==> config.mk <==
export PLATFORM = sky130hd
export DESIGN_NAME = aline_acq_ctrl
export DESIGN_NICKNAME = d
export VERILOG_FILES = /design/src/rtl/aline_acq_ctrl.sv
export SDC_FILE = /design/constraint.sdc
export NUM_CORES = 1
export LEC_CHECK = 0
export CAP_MARGIN = 20
export CORE_MARGIN = 2
export CORE_UTILIZATION = 56
export DETAILED_ROUTE_END_ITERATION = 10
export GPL_TIMING_DRIVEN = 0
export PLACE_DENSITY = 0.92
export SYNTH_ARGS = -nofsm -noshare
export SYNTH_HDL_FRONTEND = slang
export SYNTH_SLANG_ARGS = --single-unit
==> constraint.sdc <==
create_clock -name clock -period 2.85 [get_ports clock]
set_input_delay 0.57 -clock clock [delete_from_list [all_inputs] [get_ports clock]]
set_output_delay 0.57 -clock clock [all_outputs]
set_load 0.02 [all_outputs]
==> src/rtl/aline_acq_ctrl.sv <==
// A-line acquisition controller for the SS-OCT sample RAM.
// Waits for a sweep trigger edge, writes NSAMPLES consecutive addresses into
// one of two RAM banks, then offers the filled bank to the reader.
// Reader handshake: rd_ready is a level meaning "rd_bank holds a complete
// A-line"; the reader answers with a one-cycle rd_ack, which is honoured only
// while rd_ready is high and then frees that bank and advances rd_bank.
module aline_acq_ctrl #(
  parameter int NSAMPLES = 1170,
  parameter int ADDR_W   = 11,
  parameter int HOLDOFF  = 0,
  parameter int CNT_W    = 16
) (
  input  logic              clock,
  input  logic              reset_n,
  input  logic              enable,
  input  logic              sweep_trig,
  output logic [ADDR_W-1:0] wr_addr,
  output logic              wr_en,
  output logic              wr_bank,
  output logic              rd_ready,
  output logic              rd_bank,
  input  logic              rd_ack,
  output logic              busy,
  output logic [CNT_W-1:0]  aline_cnt,
  output logic [CNT_W-1:0]  overrun_cnt,
  output logic [2:0]        dbg_state
);

  typedef enum logic [2:0] {
    S_IDLE = 3'd0,
    S_ARM  = 3'd1,
    S_HOLD = 3'd2,
    S_ACQ  = 3'd3,
    S_DONE = 3'd4
  } state_t;

  // Holdoff counter only needs to hold HOLDOFF-1; keep at least one bit.
  localparam int HW        = (HOLDOFF > 1) ? $clog2(HOLDOFF) : 1;
  localparam int HOLD_INIT = (HOLDOFF > 0) ? HOLDOFF - 1 : 0;
  localparam logic [ADDR_W-1:0] LAST_ADDR = ADDR_W'(NSAMPLES - 1);

  state_t            state_q;
  logic              trig_q;
  logic [HW-1:0]     hold_cnt_q;
  logic [ADDR_W-1:0] wr_addr_q;
  logic              wr_en_q;
  logic              wr_bank_q;
  logic              rd_bank_q, rd_bank_d;
  logic [1:0]        bank_full_q, bank_full_d;
  logic              rd_ready_q;
  logic              busy_q;
  logic [CNT_W-1:0]  aline_q;
  logic [CNT_W-1:0]  overrun_q;

  logic rise;
  logic ack_ok;
  logic done;

  assign rise   = sweep_trig & ~trig_q;
  assign ack_ok = rd_ack & bank_full_q[rd_bank_q];
  assign done   = (state_q == S_DONE);

  // Bank ownership next state: the reader frees its bank, DONE fills the
  // writer's bank; both may happen on the same edge.
  always_comb begin
    bank_full_d = bank_full_q;
    rd_bank_d   = rd_bank_q;
    if (ack_ok) begin
      bank_full_d[rd_bank_q] = 1'b0;
      rd_bank_d              = ~rd_bank_q;
    end
    if (done) begin
      bank_full_d[wr_bank_q] = 1'b1;
    end
  end

  // Capture FSM with registered outputs, bank bookkeeping and counters.
  always_ff @(posedge clock) begin
    if (!reset_n) begin
      state_q     <= S_IDLE;
      trig_q      <= 1'b0;
      hold_cnt_q  <= '0;
      wr_addr_q   <= '0;
      wr_en_q     <= 1'b0;
      wr_bank_q   <= 1'b0;
      rd_bank_q   <= 1'b0;
      bank_full_q <= 2'b00;
      rd_ready_q  <= 1'b0;
      busy_q      <= 1'b0;
      aline_q     <= '0;
      overrun_q   <= '0;
    end else begin
      trig_q      <= sweep_trig;
      bank_full_q <= bank_full_d;
      rd_bank_q   <= rd_bank_d;
      rd_ready_q  <= bank_full_d[rd_bank_d];
      case (state_q)
        S_IDLE: begin
          if (enable) begin
            state_q <= S_ARM;
            busy_q  <= 1'b1;
          end
        end
        S_ARM: begin
          // Disable wins over a simultaneous trigger edge.
          if (!enable) begin
            state_q <= S_IDLE;
            busy_q  <= 1'b0;
          end else if (rise) begin
            if (bank_full_q[wr_bank_q]) begin
              if (overrun_q != {CNT_W{1'b1}}) begin
                overrun_q <= overrun_q + 1'b1;
              end
            end else if (HOLDOFF == 0) begin
              state_q   <= S_ACQ;
              wr_en_q   <= 1'b1;
              wr_addr_q <= '0;
            end else begin
              state_q    <= S_HOLD;
              hold_cnt_q <= HW'(HOLD_INIT);
            end
          end
        end
        S_HOLD: begin
          if (hold_cnt_q == '0) begin
            state_q   <= S_ACQ;
            wr_en_q   <= 1'b1;
            wr_addr_q <= '0;
          end else begin
            hold_cnt_q <= hold_cnt_q - 1'b1;
          end
        end
        S_ACQ: begin
          // Compare against the last address so a full 2^ADDR_W line works.
          if (wr_addr_q == LAST_ADDR) begin
            state_q   <= S_DONE;
            wr_en_q   <= 1'b0;
            wr_addr_q <= '0;
          end else begin
            wr_addr_q <= wr_addr_q + 1'b1;
          end
        end
        S_DONE: begin
          wr_bank_q <= ~wr_bank_q;
          aline_q   <= aline_q + 1'b1;
          if (enable) begin
            state_q <= S_ARM;
          end else begin
            state_q <= S_IDLE;
            busy_q  <= 1'b0;
          end
        end
        default: begin
          state_q   <= S_IDLE;
          busy_q    <= 1'b0;
          wr_en_q   <= 1'b0;
          wr_addr_q <= '0;
        end
      endcase
    end
  end

  assign wr_addr     = wr_addr_q;
  assign wr_en       = wr_en_q;
  assign wr_bank     = wr_bank_q;
  assign rd_ready    = rd_ready_q;
  assign rd_bank     = rd_bank_q;
  assign busy        = busy_q;
  assign aline_cnt   = aline_q;
  assign overrun_cnt = overrun_q;
  assign dbg_state   = state_q;

endmodule

==> results.md <==
* Mapped Cells at 313
* CTS Buf Count at 5
* Setup repair bufs after CTS at 0
* Slew HR at 48.51%
* Min-delay worst type: register to register
* Worst skew pair latency at 0.31 ns
* Max VDD drop at 0.2287 mV
* CTS sink cnt at 54
* Syn nets at 322
* Final net count at 384
* Die Y at 75.05 µm
* CTS HTree Levels at 2
* PortBufs at 55
* Final Util at 74.54%
* Synth-to-Final Area Change at 26.21%
* Grt ovf at 0
* Gr usage total at 26.71%
* Yosys reg bits at 54
* Hold depth at 2
* Synth Warn # at 0
* Commonest non-fill, non-tap cell in the layout: clkdlybuf4s50_1
* Area of the multi-input gates at 1605 µm²
* Peak Freq at 0.4548 GHz
* Async SR Flop Fraction at 0%
* Max_cap viols at 0
* Crit path launch: reset_n
* GP Congestion at 0.8935
* Fin crit share at 77.15%
* Least-Margin Pin Slew at 0.7652 ns
* Most frequent cells in the layout: clkdlybuf4s50_1, dfxtp_1, nand2_1, a21oi_1, nand3_1
* Hold path startpoint: overrun_cnt[15]$_SDFFE_PN0P_
* Worst Path Max Fanout at 10
* Iteration-0 DRC count of the detailed router at 202
* Io pins at 56
* Vias at 2766
* Worst R2R Setup Slack at 0.76 ns
* Largest net degree at the start of global routing at 16
* Netlist cell types at 69
* Crit path capture: overrun_cnt[5]$_SDFFE_PN0P_
* RR Endpoint: wr_addr[9]$_SDFFE_PN0P_
* DRC violations left at 0
* Clk root buf: clkbuf_8
* DR WL/cell at 16.38 µm
* Arrival time worst endpoint at 2.39 ns
* Final ANT Viol Nets at 0
* Max Buffers Root-to-Sink at 2
* Post-synthesis instance area at 2826 µm²
* Clock Skews at 0.006051 ns
* TNS Setup at 0 ns
* # fillers at 353
* Ant diodes at 0
* First-pass GRT wire length at 11.54 mm
* Worst-path clk slew at 0.09 ns
* Post-synth EDFFs at 0
* Reg2reg path depth at 7
* Pre-antenna DRT Iters at 5
* Reg-to-Reg Start: wr_addr[0]$_SDFFE_PN0P_
* Leakage Power at 1.194 nW
* Crit path kind: input pin to register
* PostCTS Resize Cnt at 0
* Num rows at 25
* Layout cells sized above 1 at 10.11%
* Final hold viol count at 0
* Sequential area share after synthesis at 38.25%
* DPL Wire Length at 5.037 mm
* Final setup violating endpoints at 0
* CORE AREA at 4786 µm²
* Unrepaired setup endpoints after global routing: false
* Final wirelength at 7.258 mm
* Reg area at 1081 µm²
* # hold bufs at CTS at 0
* Worst endpoint required time at 3.04 ns
* CP endpoint kind: register
* Initial antenna violation count at 0
* CP Launch Type: input pin
* Pwr dens at 378.7 nW/µm²
* DIE AREA at 5632 µm²
* Via density per instance at 6.244
* Die width at 75.05 µm
* Tmin final at 2.199 ns
* Fin. max-slew vios at 0
* Number of global-route vias before repair at 2480
* TritonCTS clock tree: yes
* Main synth FF type: dfxtp_1
* Initial Util at 59.06%
* Avg Cell Area, Syn at 9.030 µm²
* Outcome: finished, final reports clean
==> layer usage <==
| metal | global-route usage, % | routed length (µm) | vias to the layer above |
|---|---|---|---|
| li1 | - | - | 1305 |
| met1 | 34.86 | 3003 | 1305 |
| met2 | 44.05 | 3516 | 139 |
| met3 | 3.481 | 600 | 17 |
| met4 | 12.10 | 138 | 0 |
| met5 | 0 | 0 | - |
==> sequential cells by signal, indices dropped and copies added (netlist names) <==
name         flops
aline_cnt       16
rd_ready         1
wr_addr         11
busy             1
wr_en            1
dbg_state        3
wr_bank          1
overrun_cnt     16
rd_bank          1
trig_q           1
bank_full_q      2
==> Yosys cell counts (2+ instances only) <==
cell type  number  area (µm²)
a21oi_1        20       100.1
or4_1          11       82.58
xor2_1          7       61.31
o311ai_0        5       43.79
a31o_2          3       26.28
nor4b_1         2       17.52
a31oi_1         3       18.77
o21a_1          3       22.52
buf_6           5       56.30
nand3_1        19       95.09
and3_1          3       18.77
o221ai_1        2       17.52
inv_1           7       26.28
o21ai_0         9       45.04
o41ai_1         4       35.03
nand4_1         5       31.28
nand2b_1       12       75.07
mux2i_1         6       60.06
nor3b_1         2       15.01
a211oi_1        2       15.01
nor4_1          6       37.54
ha_1            4       50.05
buf_2           2       10.01
clkbuf_1        7       26.28
nand4_2         2       25.02
dfxtp_1        54        1081
and2_1          4       25.02
or3_1           9       56.30
o31ai_1         7       52.55
nor2_1         14       52.55
xnor2_1         2       17.52
nor3_1          3       15.01
nand2_1        29       108.9
nand4_4         2       42.54
nand3b_1        4       30.03
==> report_power, final <==
part	switching, W	internal (W)
registers	0.00000446	0.000759
clock network	0.000249	0.000263
logic	0.0000453	0.0000298
total	0.000299	0.00105
==> per-stage QoR <==
step	instance area [µm²]	setup WS, ns	cells	power, W	hold WS, ns
floorplan	2826	1.006	313	0.0008236	0.4779
global placement	3461	0.4244	435	0.0008519	0.4651
detailed placement	3461	0.3701	435	0.0008539	0.4768
CTS	3567	0.6867	443	0.001351	0.4900
global route	3567	0.5147	443	0.001396	0.5155
finish	3567	0.6514	443	0.001351	0.4921
==> layout make-up <==
class | instances | share of cell area [%]
repair buffers | 55 | 15.43
inverters | 7 | 0.7366
flip-flops and latches | 54 | 30.31
multi-input cells | 236 | 45.00
clock inverters | 1 | 0.8418
clock buffers | 7 | 2.140
well taps | 67 | 2.350
plain buffers | 16 | 3.192
==> worst min-delay path by stage <==
stage,slack [ns],end
floorplan,0.48,bank_full_q[0]$_SDFF_PN0_
global placement,0.47,aline_cnt[15]$_SDFFE_PN0N_
detailed placement,0.48,wr_en$_SDFFE_PN0P_
CTS,0.49,overrun_cnt[15]$_SDFFE_PN0P_
global route,0.52,wr_en$_SDFFE_PN0P_
finish,0.49,overrun_cnt[15]$_SDFFE_PN0P_
==> cells by family after synthesis <==
logic type	synth area share, %
and+or+nand+nor	32.85
AOI/OAI and AO/OA	16.51
DFF	38.25
buffers and inverters	4.958
xor gates and xnor gates	2.789
muxes	2.523
adders and majority gates	2.125
==> worst max-delay path, cell delays in order <==
cell             delay, ns
clkdlybuf4s50_1       0.59
clkbuf_1              0.46
clkbuf_1              0.43
o311ai_0              0.23
o41ai_1               0.11
(Power assumes the default switching activity.)
